## config.mk

```make
export PLATFORM = sky130hd
export DESIGN_NAME = hex_display_ctrl
export DESIGN_NICKNAME = d
export VERILOG_FILES = /design/src/rtl/hex_display_ctrl.sv
export SDC_FILE = /design/constraint.sdc
export NUM_CORES = 1
export LEC_CHECK = 0
export ABC_AREA = 1
export ABC_CLOCK_PERIOD_IN_PS = 7640
export BUFFER_PORTS_ARGS = -buffer_cell sky130_fd_sc_hd__buf_2
export CORE_ASPECT_RATIO = 0.5
export CORE_UTILIZATION = 61
export DETAILED_ROUTE_END_ITERATION = 12
export PLACE_DENSITY_LB_ADDON = 0.12
export SLEW_MARGIN = 10
export SYNTH_ARGS = -nofsm -noshare
export SYNTH_HDL_FRONTEND = slang
export SYNTH_SLANG_ARGS = --single-unit
```

## constraint.sdc

```tcl
create_clock -name clk_i -period 7.64 [get_ports clk_i]
set_clock_uncertainty 0.05 [all_clocks]
set_input_delay 0.382 -clock clk_i [delete_from_list [all_inputs] [get_ports clk_i]]
set_output_delay 0.382 -clock clk_i [all_outputs]
set_load 0.05 [all_outputs]
```

## src/rtl/hex_display_ctrl.sv

```systemverilog
// Eight-digit 7-segment driver: rate-limited live sampling, halt freeze, blinking fault code.
// Registered outputs; a state or shadow change reaches segs_o one clock later. No backpressure.
module hex_display_ctrl #(
  parameter int HOLD_CYCLES  = 5000000,
  parameter int BLINK_CYCLES = 12500000
) (
  input  logic        clk_i,
  input  logic        rst_i,
  input  logic [31:0] value_i,
  input  logic        valid_i,
  input  logic [1:0]  mode_i,
  input  logic [7:0]  code_i,
  output logic [55:0] segs_o,
  output logic        update_o
);

  localparam int HW = (HOLD_CYCLES  > 1) ? $clog2(HOLD_CYCLES)  : 1;
  localparam int BW = (BLINK_CYCLES > 1) ? $clog2(BLINK_CYCLES) : 1;
  localparam logic [HW-1:0] HOLD_LAST  = HW'(HOLD_CYCLES - 1);
  localparam logic [BW-1:0] BLINK_LAST = BW'(BLINK_CYCLES - 1);

  localparam logic [1:0] MODE_RST   = 2'd0;
  localparam logic [1:0] MODE_HALT  = 2'd2;
  localparam logic [1:0] MODE_ERROR = 2'd3;

  localparam logic [6:0] GLYPH_BLANK = 7'b1111111;
  localparam logic [6:0] GLYPH_FAULT = 7'b0110110;

  typedef enum logic [1:0] {
    ST_BLANK  = 2'd0,
    ST_LIVE   = 2'd1,
    ST_FROZEN = 2'd2,
    ST_FAULT  = 2'd3
  } state_e;

  state_e          state_q,     state_d;
  logic [31:0]     shadow_q,    shadow_d;
  logic [7:0]      code_q,      code_d;
  logic [HW-1:0]   hold_q,      hold_d;
  logic [BW-1:0]   blink_cnt_q, blink_cnt_d;
  logic            blink_on_q,  blink_on_d;
  logic [55:0]     segs_q,      segs_d;
  logic            update_q,    update_d;
  logic            load_d;

  function automatic logic [6:0] hex_glyph(input logic [3:0] n);
    logic [6:0] g;
    case (n)
      4'h0: g = 7'b1000000;
      4'h1: g = 7'b1111001;
      4'h2: g = 7'b0100100;
      4'h3: g = 7'b0110000;
      4'h4: g = 7'b0011001;
      4'h5: g = 7'b0010010;
      4'h6: g = 7'b0000010;
      4'h7: g = 7'b1111000;
      4'h8: g = 7'b0000000;
      4'h9: g = 7'b0010000;
      4'hA: g = 7'b0001000;
      4'hB: g = 7'b0000011;
      4'hC: g = 7'b1000110;
      4'hD: g = 7'b0100001;
      4'hE: g = 7'b0000110;
      default: g = 7'b0001110;
    endcase
    return g;
  endfunction

  // Async clear also blanks segs_q, so the display goes dark without waiting for a clock.
  always_ff @(posedge clk_i or negedge rst_i) begin
    if (!rst_i) begin
      state_q     <= ST_BLANK;
      shadow_q    <= '0;
      code_q      <= '0;
      hold_q      <= '0;
      blink_cnt_q <= '0;
      blink_on_q  <= 1'b1;
      segs_q      <= '1;
      update_q    <= 1'b0;
    end else begin
      state_q     <= state_d;
      shadow_q    <= shadow_d;
      code_q      <= code_d;
      hold_q      <= hold_d;
      blink_cnt_q <= blink_cnt_d;
      blink_on_q  <= blink_on_d;
      segs_q      <= segs_d;
      update_q    <= update_d;
    end
  end

  always_comb begin
    state_d     = state_q;
    shadow_d    = shadow_q;
    code_d      = code_q;
    hold_d      = hold_q;
    blink_cnt_d = blink_cnt_q;
    blink_on_d  = blink_on_q;
    load_d      = 1'b0;
    if (mode_i == MODE_RST) begin
      state_d     = ST_BLANK;
      hold_d      = '0;
      blink_cnt_d = '0;
      blink_on_d  = 1'b1;
    end else if (state_q == ST_FAULT) begin
      if (blink_cnt_q == BLINK_LAST) begin
        blink_cnt_d = '0;
        blink_on_d  = ~blink_on_q;
      end else begin
        blink_cnt_d = blink_cnt_q + BW'(1);
      end
    end else begin
      case (mode_i)
        MODE_ERROR: begin
          state_d     = ST_FAULT;
          code_d      = code_i;
          blink_cnt_d = '0;
          blink_on_d  = 1'b1;
        end
        // A transition in the same cycle as a terminal tick swallows the tick.
        MODE_HALT: begin
          if (state_q != ST_FROZEN) begin
            state_d  = ST_FROZEN;
            shadow_d = value_i;
            hold_d   = '0;
            load_d   = 1'b1;
          end
        end
        default: begin
          if (state_q == ST_LIVE) begin
            if (hold_q == HOLD_LAST) begin
              hold_d = '0;
              if (valid_i) begin
                shadow_d = value_i;
                load_d   = 1'b1;
              end
            end else begin
              hold_d = hold_q + HW'(1);
            end
          end else begin
            state_d = ST_LIVE;
            hold_d  = '0;
          end
        end
      endcase
    end
  end

  always_comb begin
    segs_d   = {8{GLYPH_BLANK}};
    update_d = load_d;
    case (state_d)
      ST_LIVE, ST_FROZEN: begin
        for (int k = 0; k < 8; k++) begin
          segs_d[7*k +: 7] = hex_glyph(shadow_d[4*k +: 4]);
        end
      end
      ST_FAULT: begin
        if (blink_on_d) begin
          for (int k = 2; k < 8; k++) begin
            segs_d[7*k +: 7] = GLYPH_FAULT;
          end
          segs_d[13:7] = hex_glyph(code_d[7:4]);
          segs_d[6:0]  = hex_glyph(code_d[3:0]);
        end
      end
      default: segs_d = {8{GLYPH_BLANK}};
    endcase
  end

  assign segs_o   = segs_q;
  assign update_o = update_q;

endmodule

```

==> results_dict.tcl <==
set metrics [dict create \
    timing.fmax_ghz 0.3082 \
    power.density_nw_per_um2 316.7 \
    syn2layout_area_growth_pct 14.22 \
    rows 31 \
    maxCapViolCount 0 \
    tightest_slew_ns 1.061 \
    overflow 0 \
    tritoncts "done" \
    cts_buffers 17 \
    path_max_fanout 49 \
    syn_avg_cell_area_um2 7.692 \
    grtUsageTotal_pct 29.34 \
    grt_pass1_vias 7637 \
    syn_inst 1194 \
    arrival_ns 3.57 \
    antenna_found_initial 0 \
    clk_latency_ns 0.44 \
    drt_iter0_drc 549 \
    crit_type "register to register" \
    p_leak_nw 5.225 \
    ctsResizeCount 0 \
    fin_crit_sh_pct 42.47 \
    drive_gt1_share_pct 21.33 \
    synthFlopType "dfrtp_1" \
    portBuffers 101 \
    slew_violations 0 \
    syn-num-nets 1295 \
    netlist_area_um2 9184 \
    hpwl_um 15130 \
    drc_errors 0 \
    die_w_um 175.5 \
    max_stage_delay_ns 0.63 \
    via_per_inst 5.516 \
    power_frac_clock_pct 27.5 \
    fin_util_pct 71.93 \
    cts_buffer_depth 2 \
    setup_tns_ns 0 \
    dp_cells 1473 \
    synth_cell_types 49 \
    vias 8307 \
    switchingPower_mw 1.408 \
    design.die.area_um2 15580 \
    cpMaxStageDelayCell "o21ai_1" \
    cp_top_family "simple AND/OR/NAND/NOR gates" \
    synth_edf_count 0 \
    start_util_pct 62.97 \
    finalCriticalPeriod_ns 3.244 \
    slew_headroom_pct 29.00 \
    synth-seq-area-share_pct 40.83 \
    htree_levels 4 \
    grt_pass1_wl_um 35860 \
    start_kind "register" \
    yosys_warnings 0 \
    setup_viol 0 \
    outcome "complete, no violations" \
    globalplace.congestion 0.9294 \
    cp_num_buf_inv 1 \
    cts.sinks 147 \
    crit_path_cell_trace "ha_1 -> nand3_1 -> nor2_1 -> nand4_4 -> nand2_4 -> nand2_4 -> o21ai_1 -> inv_2 -> ha_1 -> o211ai_1 -> nand3_1 -> nand2_1" \
    nets 1396 \
    clk_pin_slew_ns 0.06 \
    power_frac_comb_pct 40.8 \
    instances_no_fill 1506 \
    cts_root_buffer "clkbuf_16" \
    swShare_pct 42.37 \
    core_area_um2 14580 \
    vdd_ir_drop_max_mv 0.1916 \
    ys_ff_latch 147 \
    grt_max_degree 82 \
    synthArstFlopShare_pct 100.0 \
    antenna_left 0 \
    p_int_mw 1.915 \
    n_antenna_cell 0 \
    wl_per_cell_um 14.45 \
    min_path_type "primary input to register" \
    die_h_um 88.76 \
    seqPwrFrac_pct 31.7 \
    end_kind "register" \
    routed_wirelength_um 21760 \
    firstDrtPassIters 5 \
    rsz0062_at_grt "false" \
    hold_viol 0 \
    required_ns 7.96 \
    num_io_pins 102 \
]
worst paths after layout:
check / slack, ns / cells after the start / startpoint / endpoint
max in group asynchronous: 5.69 / 3 / rst_i / shadow_q[15]
setup / recovery: 4.40 / 12 / hold_q[0] / segs_o[3]
setup reg to reg: 4.40 / 12 / hold_q[0] / segs_o[3]
hold reg to reg: 0.46 / 1 / blink_cnt_q[0] / blink_cnt_q[0]
hold / removal: 0.20 / 3 / value_i[16] / shadow_q[16]
min in group asynchronous: 0.50 / 2 / rst_i / blink_cnt_q[11]
Yosys cell counts, drive strengths merged, types with 3 or more instances:
library cell / n / share of area [%]
o22ai: 8 / 0.54
nand2: 324 / 14
nor2: 93 / 4.2
dfstp: 57 / 16
nor4: 4 / 0.27
ha: 56 / 7.6
xor2: 6 / 0.57
nand3: 105 / 5.7
o21ai: 113 / 8.0
a22oi: 3 / 0.25
nor3: 18 / 0.98
buf: 13 / 1.1
o211ai: 20 / 1.6
o21a: 4 / 0.33
or2: 10 / 0.68
dfrtp: 90 / 25
a31oi: 3 / 0.20
o31ai: 3 / 0.25
a21oi: 51 / 2.8
nand3b: 6 / 0.49
nand4: 13 / 1.0
clkbuf: 10 / 0.41
a22o: 3 / 0.29
inv: 167 / 6.9
through the flow:
| step | area, um^2 | hold WS, ns | setup WS [ns] | power (mW) |
|---|---|---|---|---|
| after floorplan | 9184 | 0.03641 | 5.100 | 2.121 |
| after global placement | 9831 | 0.4222 | 4.551 | 2.382 |
| final | 10490 | 0.2040 | 4.396 | 3.322 |
| after CTS | 10490 | 0.1957 | 4.443 | 3.326 |
| after detailed placement | 9831 | 0.4274 | 4.466 | 2.408 |
| after global routing | 10490 | 0.2140 | 4.081 | 3.527 |
kinds of logic after synthesis:
logic type	count (synthesis)	share of synthesized area, %
fa+ha+maj	56	7.629
flops	147	40.83
buf+inv	192	8.447
simple gates	573	27.14
xor+xnor	8	0.7630
compound gates	218	15.19
worst reg2reg max path: stages, from the launching register on:
cell      delay [ns]
dfrtp_1         0.39
ha_1            0.20
nand3_1         0.13
nor2_1          0.24
nand4_4         0.18
nand2_4         0.15
nand2_4         0.41
o21ai_1         0.63
inv_2           0.14
ha_1            0.32
o211ai_1        0.18
nand3_1         0.10
nand2_1         0.09
repair_timing:
action,CTS,global route
setup buffers,0,0
endpoints found under the hold margin,62,0
hold buffers,1,0
power groups by stage:
stage          Sequential (mW)  Clock [mW]  Combinational, mW
3_5_place_dp              1.07           0               1.34
3_3_place_gp              1.06           0               1.32
6_report                  1.05       0.912               1.36
5_1_grt                   1.07       0.950               1.51
4_1_cts                   1.05       0.921               1.35
2_1_floorplan             1.41           0              0.715
cells in the final DEF, fill, tap and decap left out, types with 51 or more instances in the layout:
cell type  instances
a21oi_1           51
buf_2            100
dfrtp_1           90
dfstp_2           57
ha_1              56
inv_1            135
nand2_1          311
nand3_1          105
nor2_1            84
o21ai_0           63
layout make-up:
cell class	count	area [um^2]
Multi-Input combinational cell	855	4661
Fill cell	1159	4094
Sequential cell	147	3750
Inverter	169	638.1
Timing Repair Buffer	105	544.3
Clock buffer	21	514.2
Tap cell	198	247.7
Clock inverter	11	135.1
sequential cells by signal (all words and copies together), names as in the netlist:
register,flops
blink_cnt_q,24
update_o,1
segs_o,56
blink_on_q,1
hold_q,23
shadow_q,32
state_q,2
code_q,8
layer usage:
metal	vias up	track usage, %	share of wire [%]
met2	270	47.33	46
li1	4105	-	-
met3	47	6.014	6.5
met5	-	0	0
met1	3885	38.80	46
met4	0	13.20	2.3
Power figures use the tool's default switching activity.
